===== src/rtl/logo_motion_sequencer_if.sv =====
// ---------------------------------------------------------------------------
// logo_motion_sequencer_if
// Bundles the frame strobe, gamepad/speed inputs and the sprite-state outputs
// of the logo motion sequencer.
//   master : drives frame_start, speed, pad_*; observes sprite state
//   slave  : the sequencer itself
// ---------------------------------------------------------------------------
interface logo_motion_sequencer_if;
  logic       frame_start;
  logic [1:0] speed;
  logic       pad_up;
  logic       pad_down;
  logic       pad_left;
  logic       pad_right;
  logic       pad_start;
  logic [9:0] logo_left;
  logic [9:0] logo_top;
  logic [2:0] color_index;
  logic       manual_mode;
  logic       hit_pulse;
  logic       busy;

  modport master (
    output frame_start, speed, pad_up, pad_down, pad_left, pad_right, pad_start,
    input  logo_left, logo_top, color_index, manual_mode, hit_pulse, busy
  );

  modport slave (
    input  frame_start, speed, pad_up, pad_down, pad_left, pad_right, pad_start,
    output logo_left, logo_top, color_index, manual_mode, hit_pulse, busy
  );
endinterface


===== src/rtl/logo_motion_sequencer.sv =====
// ---------------------------------------------------------------------------
// logo_motion_sequencer
// Once per video frame computes the next logo position, bounce direction and
// palette index, in auto-bounce or gamepad manual mode.
// Ports:
//   clk   : pixel clock
//   rst_n : asynchronous active-low reset
//   bus   : slave side of logo_motion_sequencer_if (frame strobe, speed,
//           gamepad levels in; logo_left/top, color_index, manual_mode,
//           hit_pulse, busy out)
// All sprite outputs change together on the COMMIT->IDLE edge so the renderer
// never sees a half-updated X/Y pair.
// ---------------------------------------------------------------------------
module logo_motion_sequencer #(
  parameter int DISPLAY_WIDTH  = 640,
  parameter int DISPLAY_HEIGHT = 480,
  parameter int LOGO_SIZE      = 128,
  parameter int START_X        = 200,
  parameter int START_Y        = 200,
  parameter int IDLE_FRAMES    = 600
) (
  input logic                    clk,
  input logic                    rst_n,
  logo_motion_sequencer_if.slave bus
);

  localparam logic [10:0] MAX_X    = 11'(DISPLAY_WIDTH - LOGO_SIZE);
  localparam logic [10:0] MAX_Y    = 11'(DISPLAY_HEIGHT - LOGO_SIZE);
  localparam logic [15:0] IDLE_LIM = 16'(IDLE_FRAMES);

  typedef enum logic [1:0] {
    ST_IDLE   = 2'd0,
    ST_CALC_X = 2'd1,
    ST_CALC_Y = 2'd2,
    ST_COMMIT = 2'd3
  } state_t;

  state_t      state_r, state_next_s;
  logic        snap_up_r, snap_down_r, snap_left_r, snap_right_r, snap_start_r;
  logic [1:0]  speed_r;
  logic [9:0]  x_pend_r, y_pend_r;
  logic        dir_x_pend_r, dir_y_pend_r, hit_x_r, hit_y_r;
  logic [9:0]  logo_left_r, logo_top_r;
  logic [2:0]  color_r;
  logic        manual_r, hit_pulse_r, busy_r;
  logic        dir_x_r, dir_y_r, start_prev_r;
  logic [15:0] idle_cnt_r;
  logic [11:0] axis_s;
  logic        toggle_s, any_dir_s, mode_next_s;
  logic [15:0] cnt_inc_s, cnt_next_s;

  // One axis step. dec/inc are the buttons toward 0 / toward lim.
  // Returns {hit, dir, pos}. 11-bit intermediates keep pos+s from wrapping.
  function automatic logic [11:0] axis_step(
    input logic [9:0]  pos,
    input logic        dir,
    input logic [1:0]  s,
    input logic [10:0] lim,
    input logic        manual,
    input logic        dec,
    input logic        inc
  );
    logic [10:0] p;
    logic [10:0] s11;
    logic [10:0] sum;
    logic        d;
    logic        h;
    p   = {1'b0, pos};
    s11 = {9'd0, s};
    sum = p + s11;
    d   = dir;
    h   = 1'b0;
    if (manual) begin
      // Opposing buttons cancel; direction flag is left untouched.
      if (dec && !inc) begin
        p = (p > s11) ? (p - s11) : 11'd0;
      end else if (inc && !dec) begin
        p = (sum >= lim) ? lim : sum;
      end else begin
        p = p;
      end
    end else begin
      // Steering takes effect before this frame's move.
      if (dec) begin
        d = 1'b0;
      end else if (inc) begin
        d = 1'b1;
      end else begin
        d = d;
      end
      // Comparisons use >= / <= so a frozen sprite parked on a wall it faces
      // still registers a bounce.
      if (d) begin
        if (sum >= lim) begin
          p = lim;
          d = 1'b0;
          h = 1'b1;
        end else begin
          p = sum;
        end
      end else begin
        if (p <= s11) begin
          p = 11'd0;
          d = 1'b1;
          h = 1'b1;
        end else begin
          p = p - s11;
        end
      end
    end
    return {h, d, p[9:0]};
  endfunction

  // Shared axis unit: X during CALC_X, Y otherwise.
  always_comb begin
    axis_s = 12'd0;
    if (state_r == ST_CALC_X) begin
      axis_s = axis_step(logo_left_r, dir_x_r, speed_r, MAX_X, manual_r,
                         snap_left_r, snap_right_r);
    end else begin
      axis_s = axis_step(logo_top_r, dir_y_r, speed_r, MAX_Y, manual_r,
                         snap_up_r, snap_down_r);
    end
  end

  // Mode/idle bookkeeping for the frame being committed; a start toggle wins
  // over the idle timeout, and the idle count only lives while in manual.
  always_comb begin
    toggle_s    = snap_start_r & ~start_prev_r;
    any_dir_s   = snap_up_r | snap_down_r | snap_left_r | snap_right_r;
    cnt_inc_s   = 16'd0;
    mode_next_s = 1'b0;
    cnt_next_s  = 16'd0;
    if (manual_r) begin
      if (any_dir_s) begin
        cnt_inc_s = 16'd0;
      end else begin
        cnt_inc_s = idle_cnt_r + 16'd1;
      end
      if (toggle_s) begin
        mode_next_s = 1'b0;
      end else if (cnt_inc_s >= IDLE_LIM) begin
        mode_next_s = 1'b0;
      end else begin
        mode_next_s = 1'b1;
      end
    end else begin
      mode_next_s = toggle_s;
    end
    if (mode_next_s) begin
      cnt_next_s = cnt_inc_s;
    end else begin
      cnt_next_s = 16'd0;
    end
  end

  // Next-state logic: fixed four-step walk, frame_start only heard in IDLE.
  always_comb begin
    state_next_s = state_r;
    case (state_r)
      ST_IDLE: begin
        if (bus.frame_start) begin
          state_next_s = ST_CALC_X;
        end else begin
          state_next_s = ST_IDLE;
        end
      end
      ST_CALC_X: state_next_s = ST_CALC_Y;
      ST_CALC_Y: state_next_s = ST_COMMIT;
      ST_COMMIT: state_next_s = ST_IDLE;
      default:   state_next_s = ST_IDLE;
    endcase
  end

  // State register.
  always_ff @(posedge clk or negedge rst_n) begin
    if (!rst_n) begin
      state_r <= ST_IDLE;
    end else begin
      state_r <= state_next_s;
    end
  end

  // Snapshot, per-axis results and atomic commit of the sprite state.
  always_ff @(posedge clk or negedge rst_n) begin
    if (!rst_n) begin
      snap_up_r    <= 1'b0;
      snap_down_r  <= 1'b0;
      snap_left_r  <= 1'b0;
      snap_right_r <= 1'b0;
      snap_start_r <= 1'b0;
      speed_r      <= 2'd0;
      x_pend_r     <= 10'(START_X);
      y_pend_r     <= 10'(START_Y);
      dir_x_pend_r <= 1'b1;
      dir_y_pend_r <= 1'b0;
      hit_x_r      <= 1'b0;
      hit_y_r      <= 1'b0;
      logo_left_r  <= 10'(START_X);
      logo_top_r   <= 10'(START_Y);
      color_r      <= 3'd0;
      manual_r     <= 1'b0;
      hit_pulse_r  <= 1'b0;
      busy_r       <= 1'b0;
      dir_x_r      <= 1'b1;
      dir_y_r      <= 1'b0;
      start_prev_r <= 1'b0;
      idle_cnt_r   <= 16'd0;
    end else begin
      hit_pulse_r <= 1'b0;
      case (state_r)
        ST_IDLE: begin
          if (bus.frame_start) begin
            snap_up_r    <= bus.pad_up;
            snap_down_r  <= bus.pad_down;
            snap_left_r  <= bus.pad_left;
            snap_right_r <= bus.pad_right;
            snap_start_r <= bus.pad_start;
            speed_r      <= bus.speed;
            busy_r       <= 1'b1;
          end
        end
        ST_CALC_X: begin
          x_pend_r     <= axis_s[9:0];
          dir_x_pend_r <= axis_s[10];
          hit_x_r      <= axis_s[11];
        end
        ST_CALC_Y: begin
          y_pend_r     <= axis_s[9:0];
          dir_y_pend_r <= axis_s[10];
          hit_y_r      <= axis_s[11];
        end
        ST_COMMIT: begin
          logo_left_r  <= x_pend_r;
          logo_top_r   <= y_pend_r;
          dir_x_r      <= dir_x_pend_r;
          dir_y_r      <= dir_y_pend_r;
          // A corner hit still advances the palette by one.
          color_r      <= color_r + {2'b00, hit_x_r | hit_y_r};
          hit_pulse_r  <= hit_x_r | hit_y_r;
          manual_r     <= mode_next_s;
          idle_cnt_r   <= cnt_next_s;
          start_prev_r <= snap_start_r;
          busy_r       <= 1'b0;
        end
        default: begin
          busy_r <= 1'b0;
        end
      endcase
    end
  end

  assign bus.logo_left   = logo_left_r;
  assign bus.logo_top    = logo_top_r;
  assign bus.color_index = color_r;
  assign bus.manual_mode = manual_r;
  assign bus.hit_pulse   = hit_pulse_r;
  assign bus.busy        = busy_r;

endmodule


===== src/flat_wrapper.sv =====
// flat-port wrapper written by rule: the top's interface ports become plain ports
module logo_motion_sequencer_flat 
#(
  parameter int DISPLAY_WIDTH  = 640,
  parameter int DISPLAY_HEIGHT = 480,
  parameter int LOGO_SIZE      = 128,
  parameter int START_X        = 200,
  parameter int START_Y        = 200,
  parameter int IDLE_FRAMES    = 600
)
  (clk, rst_n, bus_frame_start, bus_speed, bus_pad_up, bus_pad_down, bus_pad_left, bus_pad_right, bus_pad_start, bus_logo_left, bus_logo_top, bus_color_index, bus_manual_mode, bus_hit_pulse, bus_busy);
  logo_motion_sequencer_if bus_i ();
  input logic clk;
  input logic rst_n;
  input wire logic [$bits(bus_i.frame_start)-1:0] bus_frame_start;
  input wire logic [$bits(bus_i.speed)-1:0] bus_speed;
  input wire logic [$bits(bus_i.pad_up)-1:0] bus_pad_up;
  input wire logic [$bits(bus_i.pad_down)-1:0] bus_pad_down;
  input wire logic [$bits(bus_i.pad_left)-1:0] bus_pad_left;
  input wire logic [$bits(bus_i.pad_right)-1:0] bus_pad_right;
  input wire logic [$bits(bus_i.pad_start)-1:0] bus_pad_start;
  output wire logic [$bits(bus_i.logo_left)-1:0] bus_logo_left;
  output wire logic [$bits(bus_i.logo_top)-1:0] bus_logo_top;
  output wire logic [$bits(bus_i.color_index)-1:0] bus_color_index;
  output wire logic [$bits(bus_i.manual_mode)-1:0] bus_manual_mode;
  output wire logic [$bits(bus_i.hit_pulse)-1:0] bus_hit_pulse;
  output wire logic [$bits(bus_i.busy)-1:0] bus_busy;
  assign bus_i.frame_start = bus_frame_start;
  assign bus_i.speed = bus_speed;
  assign bus_i.pad_up = bus_pad_up;
  assign bus_i.pad_down = bus_pad_down;
  assign bus_i.pad_left = bus_pad_left;
  assign bus_i.pad_right = bus_pad_right;
  assign bus_i.pad_start = bus_pad_start;
  assign bus_logo_left = bus_i.logo_left;
  assign bus_logo_top = bus_i.logo_top;
  assign bus_color_index = bus_i.color_index;
  assign bus_manual_mode = bus_i.manual_mode;
  assign bus_hit_pulse = bus_i.hit_pulse;
  assign bus_busy = bus_i.busy;
  logo_motion_sequencer #(.DISPLAY_WIDTH(DISPLAY_WIDTH), .DISPLAY_HEIGHT(DISPLAY_HEIGHT), .LOGO_SIZE(LOGO_SIZE), .START_X(START_X), .START_Y(START_Y), .IDLE_FRAMES(IDLE_FRAMES)) u_core (.clk(clk), .rst_n(rst_n), .bus(bus_i));
endmodule

===== config.mk =====
export PLATFORM = sky130hd
export DESIGN_NAME = logo_motion_sequencer_flat
export DESIGN_NICKNAME = d
export VERILOG_FILES = /design/src/rtl/logo_motion_sequencer_if.sv /design/src/rtl/logo_motion_sequencer.sv /design/src/flat_wrapper.sv
export SDC_FILE = /design/constraint.sdc
export NUM_CORES = 1
export LEC_CHECK = 0
export BUFFER_PORTS_ARGS = -buffer_cell sky130_fd_sc_hd__buf_4
export CAP_MARGIN = 20
export CORE_MARGIN = 4
export CORE_UTILIZATION = 55
export CTS_CLUSTER_DIAMETER = 30
export DETAILED_ROUTE_END_ITERATION = 8
export MAX_ROUTING_LAYER = met4
export PLACE_DENSITY = 0.73
export SLEW_MARGIN = 20
export SYNTH_ARGS = -nofsm -noshare
export SYNTH_HDL_FRONTEND = slang
export SYNTH_SLANG_ARGS = --single-unit

===== constraint.sdc =====
create_clock -name clk -period 6.7 [get_ports clk]
set_input_delay 2.01 -clock clk [delete_from_list [all_inputs] [get_ports clk]]
set_output_delay 2.01 -clock clk [all_outputs]
set_load 0.02 [all_outputs]

=== After elaboration in Yosys (flattened, before gate mapping) ===
Index checks and enable logic that the tools add are counted.

* Register bits after elaboration: 78
* Input bits: 10

* Eq/ne operators: 4
* Reduce and logical (&&, ||, !) cells: 12
* Mux-type cells: 49
* Add/subtract/negate cells: 6
* Bitwise logic cells: 6
* $lt $le $gt $ge: 7

{| class="wikitable"
|+ Operators with widths
! cell !! count
|-
| $mux 10 || 14
|-
| $mux 16 || 4
|-
| $mux 1 || 28
|-
| $add 10x2->11 || 2
|-
| $gt 10x2->1 || 2
|-
| $le 10x2->1 || 2
|-
| $sub 10x2->10 || 2
|-
| $add 16x1->16 const B || 1
|-
| $ge 16x10->1 const B || 1
|-
| $mux 12 || 1
|-
| $ge 11x10->1 const B || 1
|-
| $ge 11x9->1 const B || 1
|-
| $pmux 2 s4 || 1
|-
| $eq 2x2->1 const B || 2
|-
| $logic_and 1x1->1 || 4
|-
| $logic_not 1->1 || 4
|-
| $or 1x1->1 || 4
|-
| $reduce_and 2->1 || 2
|-
| $add 3x1->3 || 1
|-
| $eq 2x1->1 const B || 1
|-
| $logic_not 2->1 || 1
|-
| $ne 2x2->1 const B || 1
|-
| $pmux 1 s2 || 1
|-
| $reduce_bool 2->1 || 1
|-
| 2 further kinds || 2
|}

=== Depth between registers and ports, before layout ===
Gate-level depths: netlist (run 1).

* Depth after elaboration: 10
* Gate-level depth with buffers: 13
* Depth with buffers taken out: 12

=== Worst setup path before layout (run 1) ===
OpenSTA, ideal clock, no wires.

* Path type: register to register
* Start point: reg u_core.logo_left_r[0], in the netlist u_core.bus.logo_left[0]
* End point: reg u_core.y_pend_r[8]
* Arrival: 2.752 ns
* Path slack: 3.811 ns
* Required time: 6.563 ns
* Buffers on the path: 1
* Stages on the path, launching flop included: 14
* Cell sequence: dfrtp_1 inv_1 ha_1 inv_1 fa_1 a21boi_0 or4_1 clkbuf_2 a31oi_1 o221ai_1 o211ai_1 a21oi_1 a21oi_1 a21oi_1

* Cells in the longest elaborated chain, start to end: 7
* Elaborated cells between the ends (all ways): 13
* Classes of those cells: add/sub: 2; order compare: 3; mux: 8

{| class="wikitable"
|+ RTL lines
! item !! line !! RTL
|-
| start: declaration || logo_motion_sequencer.sv:43 || <nowiki>logic [9:0] logo_left_r, logo_top_r;</nowiki>
|-
| start signal: assignment || logo_motion_sequencer.sv:199 || <nowiki>logo_left_r <= 10'(START_X);</nowiki>
|-
| start signal: assignment || logo_motion_sequencer.sv:234 || <nowiki>logo_left_r <= x_pend_r;</nowiki>
|-
| $add 10x2->11 || logo_motion_sequencer.sv:70 || <nowiki>sum = p + s11;</nowiki>
|-
| $ge 11x10->1 || logo_motion_sequencer.sv:78, logo_motion_sequencer.sv:94 ||
|-
| $mux 10 || logo_motion_sequencer.sv:78, logo_motion_sequencer.sv:94 ||
|-
| $mux 10 || logo_motion_sequencer.sv:77 || <nowiki>end else if (inc && !dec) begin</nowiki>
|-
| $mux 10 || logo_motion_sequencer.sv:75 || <nowiki>if (dec && !inc) begin</nowiki>
|-
| $mux 10 (*) || logo_motion_sequencer.sv:73 || <nowiki>if (manual) begin</nowiki>
|-
| $mux 12 (*) || logo_motion_sequencer.sv:117 || <nowiki>if (state_r == ST_CALC_X) begin</nowiki>
|-
| end signal: assignment || logo_motion_sequencer.sv:194 || <nowiki>y_pend_r <= 10'(START_Y);</nowiki>
|-
| end signal: assignment || logo_motion_sequencer.sv:229 || <nowiki>y_pend_r <= axis_s[9:0];</nowiki>
|-
| end: declaration || logo_motion_sequencer.sv:41 || <nowiki>logic [9:0] x_pend_r, y_pend_r;</nowiki>
|}

Mark *: on every way between the ends. The rest lies on a longest branch, timed or not.
A chain may end at the register's enable or synchronous reset.

=== Worst setup path after layout (run 1) ===
* Start point: reg u_core.logo_left_r[0], in the netlist u_core.bus.logo_left[0]
* End point: reg u_core.y_pend_r[5]

Same word-level chain as after synthesis.

==> key figures, run 1 <==
Timing
  – Hold Worst Slack: 0.475 ns
  – Setup TNS: 0 ns
  – Final min period: 3.47 ns
  – RSZ-0062 raised after global routing: false
  – Relative slew margins: 40.7%
  – Final Max Tran Viols: 0
  – Final setup fails: 0
  – Post-Route Skew: 0.0103 ns
  – Final Cycle Share: 51.8%
  – Final WS setup: 3.23 ns
  – F_max: 288 MHz
  – Worst slew pin tran: 0.890 ns
  – Fin. Hold Viols: 0

Drt
  – Via density per instance: 6.52
  – Drt pass-1 iters: 6
  – Drt total wl: 15.8 mm
  – Antenna Nets Post-Route: 0
  – DR DRC count: 0
  – Vias: 5375
  – WL/cell: 19.2 um
  – Initial drt markers: 374

Synthesis
  – Distinct cell type count after synthesis: 68
  – Commonest cells in the synthesized netlist: dfrtp_1, nand2_1, nor2_1
  – Post-Syn Area: 5750 um^2
  – Sequential share of the synthesized area: 34.3%
  – Post-Syn Nets: 712
  – Largest cells by area after synthesis: dfrtp_1, dfstp_2, mux2_2, o21ai_0, nand2_1
  – Syn Area/Cell: 8.41 um^2
  – Largest area contributor in the netlist: dfrtp_1
  – Yosys reg bits: 78
  – Top cell type's share of synthesized area: 27.9%
  – EDFF count, synth: 0
  – Post-synth top flop: dfrtp_1
  – Async set-reset flop share out of synthesis: 100%
  – Synth warnings: 0
  – Cell count after synthesis: 683
  – Leading cell type by number of instances after synthesis: dfrtp_1

CTS
  – CTS root buffer: clkbuf_8
  – Worst-path clk slew: 0.08 ns
  – Clk_lat worst skew: 0.36 ns
  – # resized after CTS: 0
  – CTS HTree Levels: 3
  – Cts bufs inserted: 9
  – # hold bufs at CTS: 0
  – TritonCTS Sinks: 78
  – CTS tree: built
  – Post-CTS setup buffers: 0
  – Deepest clock path buffer count: 2

Setup path
  – WP data required: 6.94 ns
  – Critical Path, Cell by Cell: inv_1, ha_1, inv_1, fa_1, a21boi_0, nor4_4, nor2_1, a22oi_1, a211oi_1, a31oi_1, a21oi_1, a21o_1
  – WP buf/inv: 2
  – CP Capture Type: flop
  – Kind of critical path: flop to flop
  – Arrival time worst endpoint: 3.71 ns
  – Slowest-stage cell, CP: nor4_4
  – Max stage delay on crit path: 0.55 ns
  – Top cell by count, worst path: inv_1
  – Crit-path max FO: 9
  – Crit path max-delay family: compound AO/OA/AOI/OAI gates
  – Startpoint Class: flop

Layout
  – Diodes inserted: 0
  – Share of layout cells above drive strength 1: 17.0%
  – FF/Latch Area: 1970 um^2
  – Area of the multi-input gates: 3440 um^2
  – Area growth from synthesis to layout: 8.73%
  – Final instance area: 6250 um^2
  – Nets@finish: 712
  – Filler cell count in the final layout: 870

Global routing
  – Total track usage: 27.7%
  – Largest net degree at the start of global routing: 79
  – Grt ovf: 0
  – First-pass GRT wire length: 25.6 mm
  – Vias in the first global route: 4992
  – Initial antenna violation count: 0

Outcome
  – Status: finished, final reports clean

Min path
  – Hold Crit Class: flop to flop

Place
  – RePlAce Congestion: 0.961
  – Placed instance area: 6000 um^2
  – DP Wirelength: 10.7 mm
  – # port buffers: 35
  – Pre-CTS setup slack: 3.31 ns

Pwr
  – Leak: 2.48 nW
  – Power density cells: 541 nW/um^2
  – IR Drop Worst-Case VDD: 400 uV

Die
  – Die width: 110 um
  – Std-Cell Rows: 37
  – Core ar.: 10200 um^2
  – Die area: 12100 um^2
  – Initial Util: 56.2%
  – I/O Pins: 36
  – Die height: 110 um

Run
  – Maxcap violations: 0
[power by group]
| part | total [mW] | switching [mW] | internal [mW] |
|---|---|---|---|
| sequential | 1.01 | 0.328 | 0.682 |
| combinational | 1.97 | 1.19 | 0.786 |
| clock | 0.400 | 0.179 | 0.221 |
[cell usage in the layout (no fill, tap or decap), drive strengths merged, types with 24 or more instances in the layout]
cell type,Yosys,final
dfrtp,64,64
nand3,26,26
a21oi,40,40
nand2,60,60
o21ai,55,55
nor2,58,58
mux2,28,28
buf,16,41
nor3,24,24
inv,31,32
[sequential cells by signal, summed over array words and instances, names as in the netlist, 2 cells and up]
name	count
u_core.idle_cnt_r	16
u_core.bus.logo_top	10
u_core.speed_r	2
u_core.x_pend_r	10
u_core.bus.logo_left	10
u_core.state_r	2
u_core.bus.color_index	3
u_core.y_pend_r	10
[tightest hold or removal path: stages, from the launching register on]
cell,delay (ns)
dfstp_2,0.38
inv_1,0.04
o21ai_0,0.06
[kinds of logic (layout without fill, tap and decap cells)]
| family | Yosys count | count (layout) | synth area share [%] |
|---|---|---|---|
| xor+xnor | 23 | 23 | 3.51 |
| simple gates | 238 | 238 | 21.0 |
| fa+ha+maj | 19 | 19 | 4.66 |
| mux | 34 | 34 | 6.53 |
| buf+inv | 84 | 89 | 5.94 |
| flops | 78 | 78 | 34.3 |
| compound gates | 207 | 207 | 24.1 |
[final cells by class]
| class | instances | area share [%] |
|---|---|---|
| inverter | 32 | 1.92 |
| multi-input combinational | 521 | 55.0 |
| sequential | 78 | 31.5 |
| clock buffer | 11 | 2.26 |
| timing repair buffer | 41 | 5.25 |
| clock inverter | 5 | 1.30 |
| tap | 136 | 2.72 |
[metrics by stage]
stage	instances	total power [mW]	util (%)
2_1_floorplan	683	2.39	-
3_3_place_gp	807	2.89	58.6
3_5_place_dp	807	2.94	58.6
4_1_cts	823	3.35	60.8
5_1_grt	824	3.64	61.1
6_report	824	3.38	61.1
[final timing paths]
kind / startpoint / endpoint / slack, ns / depth (start not counted)
max reg2reg: u_core.bus.logo_left[0] / u_core.y_pend_r[5] / 3.23 / 12
min in group asynchronous: rst_n / u_core.bus.logo_top[4] / 1.53 / 1
max in group asynchronous: rst_n / u_core.bus.logo_left[6] / 4.54 / 2
min: u_core.x_pend_r[3] / u_core.x_pend_r[3] / 0.47 / 2
min reg2reg: u_core.x_pend_r[3] / u_core.x_pend_r[3] / 0.47 / 2
max: u_core.bus.logo_left[0] / u_core.y_pend_r[5] / 3.23 / 12
[routing by layer]
metal	share of wire (%)	track usage [%]
met1	45	38.4
met2	46	41.0
met3	6.7	4.60
met4	3.0	10.1
met5	0	-
Note: power is estimated with default switching activity, not from simulation.
==> run 2: changes to the inputs <==
--- a/config.mk
+++ b/config.mk
@@ -12,7 +12,7 @@
 export CTS_CLUSTER_DIAMETER = 30
 export DETAILED_ROUTE_END_ITERATION = 8
 export MAX_ROUTING_LAYER = met4
-export PLACE_DENSITY = 0.73
+export PLACE_DENSITY = 0.76
 export SLEW_MARGIN = 20
 export SYNTH_ARGS = -nofsm -noshare
 export SYNTH_HDL_FRONTEND = slang
==> constraint.sdc (replaced) <==
create_clock -name clk -period 2.8 [get_ports clk]
set_input_delay 0.84 -clock clk [delete_from_list [all_inputs] [get_ports clk]]
set_output_delay 0.84 -clock clk [all_outputs]
set_load 0.02 [all_outputs]
==> run 2 against run 1 <==
Against the previous run: the flow now finishes with violations (setup timing); routed wire length up 12%; worst hold slack worse by 0.027 ns; first-iteration DRC count up 32%; global-route usage up 3.0 points; clock-buffer cell count decreased by 1; setup slack got worse by 3.2 ns; combinational power grew to 3.3 times the previous value; register-to-register slack got worse by 3.2 ns; die area stayed put; sequential share of layout area down 3.9 points; maximum frequency grew 23%; design area is 15% higher.
==> key figures, run 2 (synthesis gave the netlist of run 1 again) <==
CTS
  – Cts bufs inserted: 9
  – # hold bufs at CTS: 0
  – Clk_lat worst skew: 0.36 ns
  – CTS root buffer: clkbuf_8
  – Worst-path clk slew: 0.09 ns
  – CTS tree: built
  – TritonCTS Sinks: 78
  – CTS HTree Levels: 3
  – Deepest clock path buffer count: 2

Layout
  – Leading cell types in the layout, fill and taps excluded: buf_4, dfrtp_1, nand2_1, nor2_1, o21ai_0
  – Area growth from synthesis to layout: 24.5%
  – Diodes inserted: 0
  – Filler cell count in the final layout: 798
  – Nets@finish: 788
  – Reg with most FFs: u_core.idle_cnt_r
  – Leading cell type in the layout, fill and taps excluded: buf_4
  – Max reg flops: 16
  – Share of layout cells above drive strength 1: 32.2%

Pwr
  – Clk pwr share: 10.1%
  – Net Sw Frac: 48.8%
  – Leak: 2.89 nW
  – Net Switching: 4.69 mW
  – Flop pwr share: 22.2%
  – Comb power frac: 67.7%
  – Cell internal pwr: 4.93 mW
  – Total power: 9.62 mW
  – IR Drop Worst-Case VDD: 793 uV
  – Power density cells: 1340 nW/um^2

Setup path
  – WP data required: 3.11 ns
  – CP Capture Type: flop
  – R2R setup slack: -0.01 ns
  – Crit path max-delay family: simple AND/OR/NAND/NOR gates
  – Worst Setup EP: u_core.y_pend_r[6]
  – Crit. Startpoint: u_core.speed_r[0]
  – Slowest-stage cell, CP: or4_4
  – FF-to-FF Start: u_core.speed_r[0]
  – Critical R2R Capture: u_core.y_pend_r[6]
  – Startpoint Class: flop
  – WP depth: 13
  – Arrival time worst endpoint: 3.12 ns
  – R2r worst-path depth: 13
  – WP buf/inv: 3
  – Critical Path, Cell by Cell: buf_6, ha_4, inv_2, fa_2, buf_6, or4_4, nor2_4, xor2_2, a22oi_2, a31oi_1, nand3_1, a21o_1, nand3_1
  – Max stage delay on crit path: 0.51 ns
  – Crit-path max FO: 4
  – Kind of critical path: flop to flop

Place
  – DP Wirelength: 12.1 mm
  – Pre-CTS setup slack: -0.243 ns
  – # port buffers: 35
  – RePlAce Congestion: 0.996

Die
  – Die height: 110 um
  – Die area: 12100 um^2
  – Core ar.: 10200 um^2
  – Initial Util: 56.2%
  – Std-Cell Rows: 37
  – I/O Pins: 36
  – Die width: 110 um

Global routing
  – First-pass GRT wire length: 28.4 mm
  – Initial antenna violation count: 0
  – Largest net degree at the start of global routing: 41
  – Total track usage: 30.7%
  – Vias in the first global route: 5579
  – Grt ovf: 0

Timing
  – Fin. Hold Viols: 0
  – Final Cycle Share: 100%
  – Final WS setup: -0.0104 ns
  – Worst slew pin tran: 0.707 ns
  – Final Max Tran Viols: 0
  – Setup TNS: -0.0104 ns
  – Hold Worst Slack: 0.448 ns
  – RSZ-0062 raised after global routing: true
  – F_max: 356 MHz
  – Final min period: 2.81 ns
  – Post-Route Skew: 0.0144 ns
  – Final setup fails: 1
  – Relative slew margins: 52.6%

Drt
  – WL/cell: 19.7 um
  – Vias: 5849
  – Antenna Nets Post-Route: 0
  – DR DRC count: 0
  – Via density per instance: 6.50
  – Initial drt markers: 492
  – Drt pass-1 iters: 5
  – Drt total wl: 17.7 mm

Run
  – Maxcap violations: 0

Outcome
  – Failing checks: setup timing
  – Status: finished, violations left

Min path
  – Hold Crit Class: input pin to async pin
run 2: changes by cell type in the layout (fill, tap and decap cells not counted), sizes merged:
cell      before  now
buf           41  117
clkbuf        11   10
clkinv         2    1
clkinvlp       1    2
inv           32   33
run 2: worst min-delay path by stage:
stage,slack (ns),cells past startpoint,to
finish,0.45,1,u_core.idle_cnt_r[4]
global route,0.47,1,u_core.idle_cnt_r[4]
global placement,0.46,1,u_core.bus.color_index[2]
detailed placement,0.47,1,u_core.bus.color_index[2]
CTS,0.46,1,u_core.idle_cnt_r[4]
floorplan,0.44,2,u_core.hit_x_r
run 2: metrics by stage:
| step | area (um^2) | std cells | util [%] |
|---|---|---|---|
| after CTS | 6860 | 891 | 67.0 |
| after global routing | 7160 | 900 | 69.9 |
| after global placement | 6450 | 865 | 63.1 |
| after floorplan | 5750 | 683 | - |
| after detailed placement | 6450 | 865 | 63.1 |
| final | 7160 | 900 | 69.9 |
run 2: routing by layer:
layer  up-vias  track usage, %  part of all wire (%)
met3        51            4.54                   7.2
met2       291            49.2                    48
li1       2664               -                     -
met5         -               -                     0
met1      2843            40.1                    42
met4         0            10.2                   2.9
run 2: repair_timing:
action | 4_1_cts | 5_1_grt
endpoints found under the setup margin | 13 | 27
resized for setup | 30 | 47
endpoints found under the hold margin | 0 | 0
pin swaps | 7 | 38
buffers inserted | 10 | 9
run 2: area by class of cell:
| class | instances | area [um^2] | area share, % |
|---|---|---|---|
| Multi-Input combinational cell | 521 | 3750 | 52.5 |
| Sequential cell | 78 | 1970 | 27.6 |
| Timing Repair Buffer | 117 | 913 | 12.8 |
| Tap cell | 136 | 170 | 2.38 |
| Clock buffer | 10 | 128 | 1.78 |
| Inverter | 32 | 123 | 1.71 |
| Clock inverter | 6 | 92.6 | 1.29 |
run 2: power groups by stage:
stage	Combinational, mW	Sequential, mW	Clock (mW)
finish	6.51	2.14	0.973
global route	7.03	2.19	1.04
CTS	5.84	2.11	0.977
detailed placement	5.54	2.11	0
global placement	5.42	2.08	0
floorplan	3.59	2.15	0
